### config.mk
export PLATFORM = sky130hd
export DESIGN_NAME = alu_operand_sequencer_flat
export DESIGN_NICKNAME = d
export VERILOG_FILES = /design/src/rtl/alu_operand_sequencer_if.sv /design/src/rtl/alu_operand_sequencer.sv /design/src/flat_wrapper.sv
export SDC_FILE = /design/constraint.sdc
export NUM_CORES = 1
export LEC_CHECK = 0
export CAP_MARGIN = 10
export CORE_ASPECT_RATIO = 0.6
export CORE_MARGIN = 4
export CORE_UTILIZATION = 52
export CTS_CLUSTER_DIAMETER = 200
export CTS_CLUSTER_SIZE = 40
export DETAILED_ROUTE_END_ITERATION = 10
export GPL_ROUTABILITY_DRIVEN = 0
export PLACE_DENSITY = 0.81
export SETUP_SLACK_MARGIN = 0.2
export SYNTH_ARGS = -nofsm -noshare
export SYNTH_HDL_FRONTEND = slang
export SYNTH_SLANG_ARGS = --single-unit
### constraint.sdc
create_clock -name clk -period 1.59 [get_ports clk]
set_input_delay 0.318 -clock clk [delete_from_list [all_inputs] [get_ports clk]]
set_output_delay 0.318 -clock clk [all_outputs]
set_load 0.01 [all_outputs]
### src/rtl/alu_operand_sequencer_if.sv
// Board-side bundle between the raw switch/button inputs and the latched ALU operands.
// The master drives the raw inputs and the slave (the sequencer) drives the latched outputs.
interface alu_operand_sequencer_if #(
  parameter int N = 4
);
  logic [N-1:0] sw_data;
  logic [1:0]   sw_mode;
  logic [3:0]   btn_n;
  logic [N-1:0] a_num;
  logic [N-1:0] b_num;
  logic [3:0]   op_buttons;
  logic [1:0]   change_mode;
  logic [1:0]   state_o;
  logic         op_valid;
  logic         load_pulse;

  modport master (
    output sw_data, sw_mode, btn_n,
    input  a_num, b_num, op_buttons, change_mode, state_o, op_valid, load_pulse
  );

  modport slave (
    input  sw_data, sw_mode, btn_n,
    output a_num, b_num, op_buttons, change_mode, state_o, op_valid, load_pulse
  );
endinterface

### src/rtl/alu_operand_sequencer.sv
// ALU front-end: synchronises and debounces the push buttons, turns presses into events,
// and walks an A -> B -> OP -> SHOW entry FSM that latches operands, op and mode.
module alu_operand_sequencer #(
  parameter int N               = 4,
  parameter int DEBOUNCE_CYCLES = 50000
) (
  input  logic                   clk,
  input  logic                   rst_n,
  alu_operand_sequencer_if.slave bus
);

  localparam int CW = (DEBOUNCE_CYCLES > 1) ? $clog2(DEBOUNCE_CYCLES) : 1;
  localparam logic [CW-1:0] CNT_MAX = CW'(DEBOUNCE_CYCLES - 1);
  localparam logic [CW-1:0] CNT_ONE = CW'(1);

  typedef enum logic [1:0] {
    WAIT_A  = 2'b00,
    WAIT_B  = 2'b01,
    WAIT_OP = 2'b10,
    SHOW    = 2'b11
  } state_t;

  // Active-low one-hot op vector for a 2-bit selector.
  function automatic logic [3:0] op_onehot_n(input logic [1:0] sel);
    logic [3:0] v;
    case (sel)
      2'b00:   v = 4'b1110;
      2'b01:   v = 4'b1101;
      2'b10:   v = 4'b1011;
      2'b11:   v = 4'b0111;
      default: v = 4'b1111;
    endcase
    return v;
  endfunction

  logic [3:0]    sync1_r, sync2_r, deb_r, deb_nxt_s;
  logic [CW-1:0] cnt_r     [4];
  logic [CW-1:0] cnt_nxt_s [4];
  // Delayed debounced level and press events for ENTER/BACK/CLEAR only: {clear, back, enter}.
  logic [2:0]    deb_d_r, ev_r;

  state_t        state_r, state_nxt_s;
  logic [N-1:0]  a_r, a_nxt_s, b_r, b_nxt_s;
  logic [3:0]    op_r, op_nxt_s;
  logic [1:0]    mode_r, mode_nxt_s;
  logic          op_valid_r, load_r, load_nxt_s;

  // Two-flop synchroniser; flops idle at the released level so reset release is quiet.
  always_ff @(posedge clk or negedge rst_n) begin
    if (!rst_n) begin
      sync1_r <= 4'b1111;
      sync2_r <= 4'b1111;
    end else begin
      sync1_r <= bus.btn_n;
      sync2_r <= sync1_r;
    end
  end

  // Per-button debounce: count disagreeing samples, flip after DEBOUNCE_CYCLES in a row.
  always_comb begin
    for (int i = 0; i < 4; i++) begin
      cnt_nxt_s[i] = '0;
      deb_nxt_s[i] = deb_r[i];
      if (sync2_r[i] == deb_r[i]) begin
        cnt_nxt_s[i] = '0;
      end else if (cnt_r[i] == CNT_MAX) begin
        deb_nxt_s[i] = ~deb_r[i];
        cnt_nxt_s[i] = '0;
      end else begin
        cnt_nxt_s[i] = cnt_r[i] + CNT_ONE;
      end
    end
  end

  // Debounce state registers.
  always_ff @(posedge clk or negedge rst_n) begin
    if (!rst_n) begin
      deb_r <= 4'b1111;
      for (int i = 0; i < 4; i++) begin
        cnt_r[i] <= '0;
      end
    end else begin
      deb_r <= deb_nxt_s;
      for (int i = 0; i < 4; i++) begin
        cnt_r[i] <= cnt_nxt_s[i];
      end
    end
  end

  // Press events: registered 1->0 transition of the debounced level; the reserved button is dropped here.
  always_ff @(posedge clk or negedge rst_n) begin
    if (!rst_n) begin
      deb_d_r <= 3'b111;
      ev_r    <= 3'b000;
    end else begin
      deb_d_r <= {deb_r[3], deb_r[1], deb_r[0]};
      ev_r    <= deb_d_r & ~{deb_r[3], deb_r[1], deb_r[0]};
    end
  end

  // Entry FSM next-state and next register values; CLEAR beats ENTER beats BACK.
  always_comb begin
    state_nxt_s = state_r;
    a_nxt_s     = a_r;
    b_nxt_s     = b_r;
    op_nxt_s    = op_r;
    mode_nxt_s  = mode_r;
    load_nxt_s  = 1'b0;
    if (ev_r[2]) begin
      state_nxt_s = WAIT_A;
      a_nxt_s     = '0;
      b_nxt_s     = '0;
      op_nxt_s    = 4'b1111;
      mode_nxt_s  = 2'b00;
    end else if (ev_r[0]) begin
      load_nxt_s = 1'b1;
      case (state_r)
        WAIT_A: begin
          a_nxt_s     = bus.sw_data;
          state_nxt_s = WAIT_B;
        end
        WAIT_B: begin
          b_nxt_s     = bus.sw_data;
          state_nxt_s = WAIT_OP;
        end
        WAIT_OP: begin
          op_nxt_s    = op_onehot_n(bus.sw_data[1:0]);
          mode_nxt_s  = bus.sw_mode;
          state_nxt_s = SHOW;
        end
        SHOW: begin
          op_nxt_s    = 4'b1111;
          state_nxt_s = WAIT_A;
        end
        default: state_nxt_s = WAIT_A;
      endcase
    end else if (ev_r[1]) begin
      case (state_r)
        WAIT_A:  state_nxt_s = WAIT_A;
        WAIT_B:  state_nxt_s = WAIT_A;
        WAIT_OP: state_nxt_s = WAIT_B;
        SHOW: begin
          op_nxt_s    = 4'b1111;
          state_nxt_s = WAIT_OP;
        end
        default: state_nxt_s = WAIT_A;
      endcase
    end else begin
      state_nxt_s = state_r;
    end
  end

  // FSM state and latched output registers.
  always_ff @(posedge clk or negedge rst_n) begin
    if (!rst_n) begin
      state_r    <= WAIT_A;
      a_r        <= '0;
      b_r        <= '0;
      op_r       <= 4'b1111;
      mode_r     <= 2'b00;
      op_valid_r <= 1'b0;
      load_r     <= 1'b0;
    end else begin
      state_r    <= state_nxt_s;
      a_r        <= a_nxt_s;
      b_r        <= b_nxt_s;
      op_r       <= op_nxt_s;
      mode_r     <= mode_nxt_s;
      op_valid_r <= (state_nxt_s == SHOW);
      load_r     <= load_nxt_s;
    end
  end

  assign bus.a_num       = a_r;
  assign bus.b_num       = b_r;
  assign bus.op_buttons  = op_r;
  assign bus.change_mode = mode_r;
  assign bus.state_o     = state_r;
  assign bus.op_valid    = op_valid_r;
  assign bus.load_pulse  = load_r;

endmodule

### src/flat_wrapper.sv
// flat-port wrapper written by rule: the top's interface ports become plain ports
module alu_operand_sequencer_flat 
#(
  parameter int N               = 4,
  parameter int DEBOUNCE_CYCLES = 50000
)
  (clk, rst_n, bus_sw_data, bus_sw_mode, bus_btn_n, bus_a_num, bus_b_num, bus_op_buttons, bus_change_mode, bus_state_o, bus_op_valid, bus_load_pulse);
  alu_operand_sequencer_if #(.N(N)) bus_i ();
  input  logic clk;
  input  logic rst_n;
  input wire logic [$bits(bus_i.sw_data)-1:0] bus_sw_data;
  input wire logic [$bits(bus_i.sw_mode)-1:0] bus_sw_mode;
  input wire logic [$bits(bus_i.btn_n)-1:0] bus_btn_n;
  output wire logic [$bits(bus_i.a_num)-1:0] bus_a_num;
  output wire logic [$bits(bus_i.b_num)-1:0] bus_b_num;
  output wire logic [$bits(bus_i.op_buttons)-1:0] bus_op_buttons;
  output wire logic [$bits(bus_i.change_mode)-1:0] bus_change_mode;
  output wire logic [$bits(bus_i.state_o)-1:0] bus_state_o;
  output wire logic [$bits(bus_i.op_valid)-1:0] bus_op_valid;
  output wire logic [$bits(bus_i.load_pulse)-1:0] bus_load_pulse;
  assign bus_i.sw_data = bus_sw_data;
  assign bus_i.sw_mode = bus_sw_mode;
  assign bus_i.btn_n = bus_btn_n;
  assign bus_a_num = bus_i.a_num;
  assign bus_b_num = bus_i.b_num;
  assign bus_op_buttons = bus_i.op_buttons;
  assign bus_change_mode = bus_i.change_mode;
  assign bus_state_o = bus_i.state_o;
  assign bus_op_valid = bus_i.op_valid;
  assign bus_load_pulse = bus_i.load_pulse;
  alu_operand_sequencer #(.N(N), .DEBOUNCE_CYCLES(DEBOUNCE_CYCLES)) u_core (.clk(clk), .rst_n(rst_n), .bus(bus_i));
endmodule
After elaboration in Yosys (flattened, before gate mapping):

Cells that the tools add are included.

* register bits after elaboration: 83
* output and inout bits: 18
* word-level logic and storage cells: 86

* add/sub/neg operators: 3
* equal/unequal tests: 13
* muxes and demuxes: 28
* bitwise operators: 8
* reduce and logical (&&, ||, !) cells: 17

Operators with widths (number)
* 2-to-1 mux 16 bit: 6
* adder 16 x 1 -> 16 bit, second input constant: 3
* equality test 16 bit, second input constant: 3
* 2-to-1 mux 4 bit: 10
* case mux 4 bit (4 select lines): 1
* 2-to-1 mux 2 bit: 6
* AND reduction 2 bit: 6
* equality test 2 bit, second input constant: 5
* nonzero test 3 bit: 3
* case mux 2 bit (4 select lines): 1
* case mux 4 bit (2 select lines): 1
* nonzero test 2 bit: 4
* inverter 1 bit: 6
* case mux 2 bit (3 select lines): 1
* equality test 2 x 1 -> 1 bit, second input constant: 2
* zero test 2 bit: 2
* bitwise AND 3 bit: 1
* equality test 1 bit: 3
* inverter 3 bit: 1
* AND reduction 3 bit: 1
* 2-to-1 mux 1 bit: 2
* OR reduction 2 bit: 1

Logic depth before layout (Yosys ltp):

* word-level depth: 7
* depth in mapped cells: 6

Worst setup path after synthesis:

OpenSTA, ideal clock, no wires.

* kind: flip-flop to flip-flop
* start: reg u_core.cnt_r[59] in the netlist's numbering
* end: reg u_core.cnt_r[55] in the netlist's numbering
* setup time: 119 ps
* arrival time: 1550 ps
* required time: 1471 ps
* setup slack: -79 ps
* cell stages (with the launch flop): 5
* path buffers: 1
* clock period less this slack: 1669 ps
* path through: dfrtp_1 > or3_4 > o41ai_4 > buf_6 > nor2_2

RTL lines
* start: declaration: RTL line alu_operand_sequencer.sv:37 `logic [CW-1:0] cnt_r [4];`
* start signal: indexed assignment: RTL line alu_operand_sequencer.sv:85 `cnt_r[i] <= cnt_nxt_s[i];`

==> run metrics <==
status=complete, but fails checks; failing checks=negative setup slack; CORE AREA=between 0.006 and 0.007 mm2; Synth Warn #=0; Data arrival, critical path=between 1.5 and 2 ns; crit path kind=reg -> reg; most common cell after layout, fill and taps aside=dfrtp_1; Initial Util=54.9%; final setup margin=-0.117 ns; WL/cell=between 15 and 20 um; worst min path class=reg -> reg; Die Height=about 74 um; GRT Total Usage=22.8%; first-pass GRT wire length=15.4 mm; Setup Viol. Count Final=45; # IOs=30; via/cell ratio=between 5 and 6; hold path startpoint=u_core.sync1_r[3]; Hold Path End=u_core.sync2_r[3]; pwr/cell area=843 mW/mm2; Netlist cell types=32; RSZ-0062 raised after global routing=true; critical path required time=1.81 ns; CTS Buf Count=9; WHS Path Cells=0; Clock Tree Root=clkbuf_16; Post-Syn Area=~0.0037 mm2; clk_skew=0.00792 ns; Avg Inst Size Synth=10.6 um2; fmax=0.586 GHz; Max VDD drop=653 uV; FF-to-FF path depth=6; total wire length=9.55 mm; Max-Cap Viols=0; fin area=between 0.005 and 0.006 mm2; Leakage=2.05 nW; DRT antenna net count=0; n_diodes=0; placed cell areas=approximately 0.0044 mm2; CP max FO=8; CP Capture Type=flip-flop; die width=118 um; via count=about 3,000; Tmin final=1.71 ns; DP HPWL=5.55 mm; commonest cells after routing, fill and taps aside=dfrtp_1 (64), buf_4 (41), xnor2_1 (35), nor2_4 (26); Seq cells post-synth=81; largest cells by area after synthesis=dfrtp_1 (43%), dfstp_2 (11%), xnor2_1 (8.7%); internal reg-to-reg setup slack=-0.12 ns; RR Endpoint=u_core.cnt_r[8]; pin count of the biggest net entering global routing=35; nets@finish=458; CP Launch Type=flip-flop; total negative slack=-2.79 ns; TritonCTS Sinks=81; Mapped Cells=353; H-tree depth=3; worst r2r src=u_core.cnt_r[12]; drt first pass iters=4; pre-CTS WS=-0.0916 ns; Worst-path clk slew=0.06 ns; floorplan row count=23; Max Slew Vio Count=0; biggest area consumer among synthesized cells=dfrtp_1; top cell type's share of synthesized area=43.4%; Final period util=107%; GRT overflow=0; Final Core Density=77.2%; vias in the first global route=3,050; CTS tree=yes; die area=0.00867 mm2; sequential-to-total area share from yosys stat=54.7%; P&R area growth vs syn=40.6%; slew margin rel.=72.6%; layout cells sized above 1=40.8%; IO Port Bufs=28; Worst Max-Slew Pin Slew=0.408 ns; Synthesized Nets=roughly 370; Final Hold Vio Count=0; clock latency on the worst-skew pair=0.34 ns; drt initial violations=~240; CTS max path bufs=2; initial antenna violation count=0; drc violations=0
==> stage by stage <==
stage / cells / total power [mW] / hold slack (ns)
after floorplan: 353 / 2.22 / 0.0224
after global placement: 496 / 2.32 / 0.246
after detailed placement: 496 / 2.33 / 0.255
after global routing: 528 / 4.60 / 0.364
after CTS: 520 / 4.44 / 0.360
final: 528 / 4.44 / 0.356
==> cell families after synthesis <==
| family | count (synthesis) | share of synthesized area, % |
|---|---|---|
| muxes | 5 | 1.47 |
| xor gates and xnor gates | 45 | 10.5 |
| DFF | 81 | 54.7 |
| adders and majority gates | 9 | 3.01 |
| and+or+nand+nor | 172 | 22.8 |
| AOI/OAI and AO/OA | 21 | 4.98 |
| buffers and inverters | 20 | 2.61 |
==> power by group <==
part | total, mW | internal, mW | switching (mW) | leakage (nW)
Sequential | 2.12 | 2.10 | 0.0273 | 1.01
Clock | 2.08 | 1.29 | 0.789 | 0.148
Combinational | 0.237 | 0.0988 | 0.138 | 0.888
Total | 4.44 | 3.48 | 0.954 | 2.05
==> cell usage after synthesis <==
library cell,number
dfrtp_1,65
nor2_1,57
xnor2_1,37
nand3_1,26
nand2_1,25
dfstp_2,16
nor4_1,16
inv_1,14
a21oi_1,12
nor3_1,12
nand4_1,11
nor2_2,10
ha_1,9
xor2_1,8
nor2b_1,5
mux2_2,4
buf_6,3
clkbuf_1,3
o41ai_4,3
a211oi_1,2
a31oi_1,2
nand3b_1,2
nor4b_2,2
a41oi_1,1
and2_1,1
and3_1,1
mux2i_1,1
nand2b_1,1
nand3_2,1
o21bai_1,1
or3_1,1
or3_4,1
==> how the worst max path moves through the flow <==
stage,start,to,slack (ns),cells after the start
final,u_core.cnt_r[12],u_core.cnt_r[8],-0.12,6
after global routing,u_core.cnt_r[1],u_core.cnt_r[12],-0.24,5
after CTS,u_core.cnt_r[61],u_core.deb_r[0],-0.05,4
after detailed placement,u_core.cnt_r[13],u_core.deb_r[3],-0.09,4
after global placement,u_core.cnt_r[61],u_core.deb_r[0],-0.02,4
after floorplan,u_core.cnt_r[61],u_core.cnt_r[55],-0.06,5
==> timing repair <==
action | in CTS | in global routing
hold endpoints to repair | 19 | 0
hold buffers | 1 | 0
setup endpoints to repair | 74 | 66
gates resized for setup | 84 | 66
pin swaps | 16 | 18
buffers inserted | 8 | 8
==> layout make-up <==
| class | instances | area [um2] |
|---|---|---|
| Fill cell | 384 | 1560 |
| Inverter | 14 | 57.6 |
| Sequential cell | 81 | 2050 |
| Clock buffer | 12 | 256 |
| Tap cell | 87 | 109 |
| Clock inverter | 3 | 40.0 |
| Timing Repair Buffer | 79 | 673 |
| Multi-Input combinational cell | 252 | 2080 |
==> worst max-delay path, stage by stage (launching register included) <==
cell and delay, ns:
dfrtp_1 0.38, nor4b_2 0.31, nand3b_1 0.18, buf_4 0.18
o41ai_4 0.27, buf_6 0.20, nor2_1 0.05
==> flip-flops by register name, summed over array words and instances, names as in the netlist <==
| name | cells |
|---|---|
| u_core.sync2_r | 3 |
| u_core.bus.op_buttons | 4 |
| u_core.cnt_r | 48 |
| u_core.deb_d_r | 3 |
| u_core.bus.a_num | 4 |
| u_core.bus.change_mode | 2 |
| u_core.deb_r | 3 |
| u_core.sync1_r | 3 |
| u_core.ev_r | 3 |
| u_core.bus.b_num | 4 |
| u_core.bus.load_pulse | 1 |
| u_core.bus.state_o | 2 |
| u_core.bus.op_valid | 1 |
==> layer usage <==
metal	part of all wire [%]	global-route usage [%]
met1	43	28.9
met2	49	37.5
met3	5.8	7.69
met4	2.5	7.27
met5	0	0
No activity file was read; power rests on OpenSTA's default activity.
